### src/rtl/uart_tx_core_if.sv
// Handshake and line signals between the UART register block (master) and the transmitter core (slave).
interface uart_tx_core_if #(
   parameter int DATA_WIDTH = 8
);
   logic                  tx_valid;
   logic [DATA_WIDTH-1:0] tx_data;
   logic                  parity_en;
   logic                  parity_odd;
   logic                  tx_ready;
   logic                  tx_serial;
   logic                  tx_busy;
   logic                  tx_done;

   modport master (
      output tx_valid, tx_data, parity_en, parity_odd,
      input  tx_ready, tx_serial, tx_busy, tx_done
   );

   modport slave (
      input  tx_valid, tx_data, parity_en, parity_odd,
      output tx_ready, tx_serial, tx_busy, tx_done
   );
endinterface

### src/rtl/uart_tx_core.sv
// Parametrised UART transmitter: start, LSB-first data, optional parity, 1-2 stop bits.
// Parity support is compiled in only when UART_TX_PARITY_EN is defined.
module uart_tx_core #(
   parameter int DATA_WIDTH   = 8,
   parameter int CLKS_PER_BIT = 16,
   parameter int STOP_BITS    = 1
) (
   input  logic              i_clk,
   input  logic              i_rst_n,
   uart_tx_core_if.slave     bus
);
   localparam int BAUD_W = $clog2(CLKS_PER_BIT);
   localparam int BIT_W  = $clog2(DATA_WIDTH + 1);
   localparam logic [BAUD_W-1:0] BAUD_MAX  = BAUD_W'(CLKS_PER_BIT - 1);
   localparam logic [BIT_W-1:0]  BIT_LAST  = BIT_W'(DATA_WIDTH - 1);
   localparam logic              STOP_LAST = 1'(STOP_BITS - 1);

   typedef enum logic [2:0] {
      IDLE,
      START,
      DATA,
`ifdef UART_TX_PARITY_EN
      PARITY,
`endif
      STOP
   } state_t;

   state_t                r_state;
   logic [DATA_WIDTH-1:0] r_shift;
   logic [BAUD_W-1:0]     r_baud;
   logic [BIT_W-1:0]      r_bit;
   logic                  r_stop;
   logic                  r_serial;
   logic                  r_busy;
   logic                  r_done;
   logic                  w_tick;

`ifdef UART_TX_PARITY_EN
   // Parity is resolved at handshake so the shifting word need not be kept.
   logic                  r_par_en;
   logic                  r_par_bit;
`else
   logic                  w_unused;
   assign w_unused = bus.parity_en ^ bus.parity_odd;
`endif

   assign w_tick        = (r_baud == BAUD_MAX);
   assign bus.tx_ready  = (r_state == IDLE) && i_rst_n;
   assign bus.tx_serial = r_serial;
   assign bus.tx_busy   = r_busy;
   assign bus.tx_done   = r_done;

   always_ff @(posedge i_clk) begin
      if (!i_rst_n) begin
         r_state  <= IDLE;
         r_shift  <= '0;
         r_baud   <= '0;
         r_bit    <= '0;
         r_stop   <= 1'b0;
         r_serial <= 1'b1;
         r_busy   <= 1'b0;
         r_done   <= 1'b0;
`ifdef UART_TX_PARITY_EN
         r_par_en  <= 1'b0;
         r_par_bit <= 1'b0;
`endif
      end else begin
         r_done <= 1'b0;
         r_baud <= (r_state == IDLE || w_tick) ? '0 : r_baud + BAUD_W'(1);
         case (r_state)
            IDLE: begin
               if (bus.tx_valid) begin
                  r_shift  <= bus.tx_data;
                  r_bit    <= '0;
                  r_stop   <= 1'b0;
                  r_serial <= 1'b0;
                  r_busy   <= 1'b1;
                  r_state  <= START;
`ifdef UART_TX_PARITY_EN
                  r_par_en  <= bus.parity_en;
                  r_par_bit <= ^bus.tx_data ^ bus.parity_odd;
`endif
               end
            end
            START: begin
               if (w_tick) begin
                  r_serial <= r_shift[0];
                  r_state  <= DATA;
               end
            end
            DATA: begin
               if (w_tick) begin
                  if (r_bit == BIT_LAST) begin
`ifdef UART_TX_PARITY_EN
                     if (r_par_en) begin
                        r_serial <= r_par_bit;
                        r_state  <= PARITY;
                     end else begin
                        r_serial <= 1'b1;
                        r_state  <= STOP;
                     end
`else
                     r_serial <= 1'b1;
                     r_state  <= STOP;
`endif
                  end else begin
                     r_bit    <= r_bit + BIT_W'(1);
                     r_shift  <= r_shift >> 1;
                     r_serial <= r_shift[1];
                  end
               end
            end
`ifdef UART_TX_PARITY_EN
            PARITY: begin
               if (w_tick) begin
                  r_serial <= 1'b1;
                  r_state  <= STOP;
               end
            end
`endif
            STOP: begin
               if (w_tick) begin
                  if (r_stop == STOP_LAST) begin
                     r_busy  <= 1'b0;
                     r_done  <= 1'b1;
                     r_state <= IDLE;
                  end else begin
                     r_stop <= 1'b1;
                  end
               end
            end
            default: r_state <= IDLE;
         endcase
      end
   end
endmodule
### src/flat_wrapper.sv
// flat-port wrapper written by rule: the top's interface ports become plain ports
module uart_tx_core_flat 
#(
   parameter int DATA_WIDTH   = 8,
   parameter int CLKS_PER_BIT = 16,
   parameter int STOP_BITS    = 1
)
  (i_clk, i_rst_n, bus_tx_valid, bus_tx_data, bus_parity_en, bus_parity_odd, bus_tx_ready, bus_tx_serial, bus_tx_busy, bus_tx_done);
  uart_tx_core_if #(.DATA_WIDTH(DATA_WIDTH)) bus_i ();
  input  logic i_clk;
  input  logic i_rst_n;
  input wire logic [$bits(bus_i.tx_valid)-1:0] bus_tx_valid;
  input wire logic [$bits(bus_i.tx_data)-1:0] bus_tx_data;
  input wire logic [$bits(bus_i.parity_en)-1:0] bus_parity_en;
  input wire logic [$bits(bus_i.parity_odd)-1:0] bus_parity_odd;
  output wire logic [$bits(bus_i.tx_ready)-1:0] bus_tx_ready;
  output wire logic [$bits(bus_i.tx_serial)-1:0] bus_tx_serial;
  output wire logic [$bits(bus_i.tx_busy)-1:0] bus_tx_busy;
  output wire logic [$bits(bus_i.tx_done)-1:0] bus_tx_done;
  assign bus_i.tx_valid = bus_tx_valid;
  assign bus_i.tx_data = bus_tx_data;
  assign bus_i.parity_en = bus_parity_en;
  assign bus_i.parity_odd = bus_parity_odd;
  assign bus_tx_ready = bus_i.tx_ready;
  assign bus_tx_serial = bus_i.tx_serial;
  assign bus_tx_busy = bus_i.tx_busy;
  assign bus_tx_done = bus_i.tx_done;
  uart_tx_core #(.DATA_WIDTH(DATA_WIDTH), .CLKS_PER_BIT(CLKS_PER_BIT), .STOP_BITS(STOP_BITS)) u_core (.i_clk(i_clk), .i_rst_n(i_rst_n), .bus(bus_i));
endmodule
### config.mk
export PLATFORM = sky130hd
export DESIGN_NAME = uart_tx_core_flat
export DESIGN_NICKNAME = d
export VERILOG_FILES = /design/src/rtl/uart_tx_core_if.sv /design/src/rtl/uart_tx_core.sv /design/src/flat_wrapper.sv
export SDC_FILE = /design/constraint.sdc
export NUM_CORES = 1
export LEC_CHECK = 0
export ABC_AREA = 1
export CAP_MARGIN = 30
export CORE_MARGIN = 5
export CORE_UTILIZATION = 52
export CTS_CLUSTER_DIAMETER = 200
export DETAILED_ROUTE_END_ITERATION = 6
export PLACE_DENSITY = 0.86
export SLEW_MARGIN = 5
export SYNTH_ARGS = -nofsm -noshare
export SYNTH_HDL_FRONTEND = slang
export SYNTH_SLANG_ARGS = --single-unit
### constraint.sdc
create_clock -name i_clk -period 1.6 [get_ports i_clk]
set_input_delay 0.32 -clock i_clk [delete_from_list [all_inputs] [get_ports i_clk]]
set_output_delay 0.32 -clock i_clk [all_outputs]
set_load 0.02 [all_outputs]
==> results of run 1 <==
==> cells in the final DEF, fill, tap and decap left out <==
| cell | Yosys | layout |
|---|---|---|
| sky130_fd_sc_hd__inv_2 | 1 | 1 |
| sky130_fd_sc_hd__nand3_1 | 6 | 6 |
| sky130_fd_sc_hd__clkbuf_4 | 0 | 3 |
| sky130_fd_sc_hd__nor2_1 | 18 | 15 |
| sky130_fd_sc_hd__buf_4 | 0 | 6 |
| sky130_fd_sc_hd__nand2_1 | 64 | 64 |
| sky130_fd_sc_hd__nand3_2 | 2 | 1 |
| sky130_fd_sc_hd__ha_2 | 0 | 2 |
| sky130_fd_sc_hd__dlymetal6s2s_1 | 0 | 2 |
| sky130_fd_sc_hd__dfxtp_1 | 21 | 19 |
| sky130_fd_sc_hd__clkinv_1 | 1 | 1 |
| sky130_fd_sc_hd__a21oi_1 | 13 | 13 |
| sky130_fd_sc_hd__or2_2 | 1 | 1 |
| sky130_fd_sc_hd__ha_1 | 7 | 5 |
| sky130_fd_sc_hd__a22oi_1 | 1 | 1 |
| sky130_fd_sc_hd__nand2_2 | 1 | 1 |
| sky130_fd_sc_hd__dfxtp_2 | 0 | 2 |
| sky130_fd_sc_hd__nand4_1 | 3 | 3 |
| sky130_fd_sc_hd__clkinv_4 | 0 | 1 |
| sky130_fd_sc_hd__nand3_4 | 0 | 1 |
| sky130_fd_sc_hd__xnor2_1 | 2 | 2 |
| sky130_fd_sc_hd__a31oi_1 | 1 | 1 |
| sky130_fd_sc_hd__clkinv_2 | 0 | 2 |
| sky130_fd_sc_hd__inv_1 | 11 | 10 |
| sky130_fd_sc_hd__nor2_2 | 0 | 1 |
| sky130_fd_sc_hd__nor2_4 | 0 | 2 |
| sky130_fd_sc_hd__buf_2 | 2 | 1 |
| sky130_fd_sc_hd__clkdlybuf4s50_1 | 0 | 11 |
| sky130_fd_sc_hd__buf_6 | 1 | 2 |
| sky130_fd_sc_hd__o21ai_0 | 3 | 3 |
==> cells by family (layout without fill, tap and decap cells) <==
| group | count (synthesis) | after routing | synth area share (%) |
|---|---|---|---|
| AOI/OAI and AO/OA | 18 | 18 | 8.641 |
| xor gates and xnor gates | 2 | 2 | 1.613 |
| adders and majority gates | 7 | 7 | 8.064 |
| buffers and inverters | 18 | 40 | 7.142 |
| DFF | 21 | 21 | 38.71 |
| and+or+nand+nor | 95 | 95 | 35.83 |
==> per-layer routing <==
metal / GRT usage [%] / part of all wire [%]
met5: 0 / 0
met4: 3.472 / 1.6
met3: 2.320 / 4.4
met2: 29.73 / 53
met1: 17.51 / 41
==> sequential cells by signal, summed over array words and instances (netlist names) <==
register	flops
u_core.bus.tx_serial	1
u_core.bus.tx_busy	1
u_core.r_bit	4
u_core.bus.tx_done	1
u_core.r_shift	8
u_core.r_baud	4
u_core.r_state	2
==> power groups by stage <==
stage	registers [mW]	logic [mW]	clock network, mW
detailed placement	0.748	1.22	0
global placement	0.736	1.16	0
finish	0.736	1.43	0.254
global route	0.752	1.62	0.285
floorplan	0.760	0.835	0
CTS	0.738	1.23	0.262
==> tightest hold or removal path, delay by kind of cell, from the launching register on <==
kind,cells,cell delay [ps]
AND/OR/NAND/NOR,1,60
AO/OA/AOI/OAI,1,50
flip-flops,1,330
==> stage by stage <==
step	hold WS (ps)	total power, mW	cell area [sq um]
finish	471.7	2.417	1369
global route	488.7	2.653	1369
CTS	472.1	2.227	1310
detailed placement	453.6	1.964	1284
global placement	430.0	1.893	1284
floorplan	417.6	1.594	1086
==> repair_timing <==
item / CTS / global route
endpoints found under the setup margin: 13 / 15
gates cloned: 0 / 1
setup buffers: 0 / 1
gates resized for setup: 6 / 15
pin swaps: 0 / 4
==> worst paths after layout <==
path	start	endpoint	slack [ps]	cells past startpoint
worst max-delay path	u_core.bus.tx_done	bus_tx_done	70	1
worst min-delay path	u_core.r_shift[2]	u_core.r_shift[2]	470	2
worst max register to register	u_core.r_state[0]	u_core.r_shift[4]	90	10
worst min register to register	u_core.r_shift[2]	u_core.r_shift[2]	470	2
==> final cells by class <==
class	instances	area (sq um)	area share, %
flip-flops and latches	21	422.9	30.90
multi-input cells	122	618.1	45.16
repair buffers	22	207.7	15.17
clock buffers	3	22.52	1.645
inverters	13	53.80	3.931
clock inverters	1	5.005	0.3656
well taps	27	33.78	2.468
repair inverters	1	5.005	0.3656
==> out/results.txt, run 1 <==
In this design, the stage delay of the slowest critical-path cell is 590 ps. The post-route fraction of the period consumed by the critical path works out to 95.74%. Sequential cells burn 30.5% of the power. For this run, the detailed router's first-pass iteration total came to 4. The kind of critical path is flop to output pin. From left edge to right edge, the die measures 55.70 microns. The tools report the number of ports placed on the die boundary as 17. The kind of cell with the highest combined delay on the critical path was buffers and inverters. TritonCTS built the clock tree. The number of antenna violations at the first check in global routing was 0; the number of antenna repair diodes was 0. By count the netlist is led by sky130_fd_sc_hd__nand2_1 (64), sky130_fd_sc_hd__dfxtp_1 (21), sky130_fd_sc_hd__nor2_1 (18). Power spread over the standard cell area amounts to 1766 mW/mm^2. Entering global routing, the biggest net connects 13 pins. For the data required time at the worst endpoint, the log shows 1280 ps. The average size of a mapped cell is 6.746 sq um. The total overflow left after global routing is 0.

In the synthesized netlist the dominant register cell turns out to be sky130_fd_sc_hd__dfxtp_1. The buffering stage count on the worst path with inverters included is 1, and the maximum clock path buffer count is 2. Dividing the detail-routed wire length by the instance count gives 11.36 microns. For the number of hold violations in the final report, the log shows 0. Cells fill 69.07% of the core in the end. In this run, synthesis produced a sequential element count of 21.

Cell internal power was estimated by the tool at 1.323 mW. The cell at the root of the clock tree was sky130_fd_sc_hd__clkbuf_4. Relative to the synthesized area, the layout overhead comes to 26.04%. At the worst endpoint, the arrival time is 1210 ps. The worst-case setup slack after placement was -238.0 ps; the placed cell count was 204. The logs give 0.001086 sq mm for the area of the mapped netlist and 0.9281 ps for the final setup skew.

The path category of the worst min-delay check is flop to flop. After synthesis, the largest area contributor takes up 38.71% of total cell area. Derived from the worst setup path, the maximum achievable clock frequency is 652.8 MHz. Clock-pin slew was measured on the worst setup and hold paths at 120 ps. After detailed routing, the total wire length is 2.385 mm.

The number of different library cells used by synthesis comes to 20. In this run the core area contains 16 standard-cell rows. The number of buffers created by CTS came out at 3.

The tools report the number of global-route vias before repair as 1023. Yosys printed 0 warnings. Summed over all nets, the switching power comes to 1.094 mW.

After filler insertion, the fill cell instance count of the layout stands at 171. The number of setup violations in the final report was 0; the wire length of the first global-routing pass was 4.064 mm. The final number of max-transition violations was 0.

Cells with a size suffix above 1 make up 14.75% of the layout. Yosys attributes the largest share of cell area to sky130_fd_sc_hd__dfxtp_1 (39%), sky130_fd_sc_hd__nand2_1 (22%), sky130_fd_sc_hd__ha_1 (8.1%). The clock net in this run drives a total of 21 sinks. Once the floorplan was initialized, standard cells occupied 54.80% of the core.

The cell accounting for the most synthesized area was sky130_fd_sc_hd__dfxtp_1. Net switching is 45.25% of the power. The floorplan die area was 0.003102 sq mm; the setup TNS was 0 ps. Synthesis produced 161 cells.

The signal on the critical path passes through clkdlybuf4s50_1. The height of the die was 55.70 microns. The final period demand of the worst path works out to 1532 ps. The run finished with clean final reports.

Type of origin of the critical path: a flop. In this run the tightest slew margin relative to its limit is 75.24%. The total routing resource utilization after global routing came out at 15.43%. STA classifies the critical path endpoint as an output pin. After clock tree synthesis, the flow added hold-fix buffers numbering 0. After synthesis, the share of flip-flops with an asynchronous set or reset is 0%. The worst path meets setup with 68.17 ps of slack.

For the clock network fraction of design power, the log shows 10.5%. The number of buffers added on ports was 14; the number of violations of the max-capacitance limit was 0. Once detail routing completed, the nets flagged for antenna violations numbered 0.

The average via count per standard cell was 5.038; the first-iteration detailed-routing DRC count was 16. For the total DRC errors in the routed layout, the log shows 0. The later pin in the worst-skew pair is clocked with a latency of 300 ps. The routability-driven placement congestion ratio is 0.8127, and the via count is 1058. The number of nets in the final layout came out at 204.

In this run, the combinational gates consume 59.0% of the power. The run gives 0.6195 nW as the static power due to leakage. The largest vdd supply drop was 0.9203 mV. The slowest stage of the critical path is the sky130_fd_sc_hd__clkdlybuf4s50_1 cell. The tools report the number of levels the H-tree was split into as 1. The core footprint is 0.001982 sq mm. In the post-synthesis netlist, the cell with the most instances is sky130_fd_sc_hd__nand2_1. Summing the sequential cell areas from Yosys gives 38.71% of the chip area. The transition time at the pin with the least slew margin is 371.0 ps, and the post-detailed-placement half-perimeter wirelength is 1.716 mm. In this run, synthesis inferred 0 flip-flops with an integrated enable. The run gives 181 as the net count after synthesis. Leaving out filler cells and counting taps, the final layout contains 210.

The largest fanout of any net on the critical path works out to 1.
No activity file was read; power rests on OpenSTA's default activity.
==> run 2: changes to the inputs <==
--- a/config.mk
+++ b/config.mk
@@ -10,9 +10,11 @@
 export CORE_MARGIN = 5
 export CORE_UTILIZATION = 52
 export CTS_CLUSTER_DIAMETER = 200
+export CTS_CLUSTER_SIZE = 14
 export DETAILED_ROUTE_END_ITERATION = 6
 export PLACE_DENSITY = 0.86
 export SLEW_MARGIN = 5
 export SYNTH_ARGS = -nofsm -noshare
 export SYNTH_HDL_FRONTEND = slang
 export SYNTH_SLANG_ARGS = --single-unit
+export TNS_END_PERCENT = 50
==> results of run 2 <==
No change in the layout: final DEF, timing and power equal those of run 1.
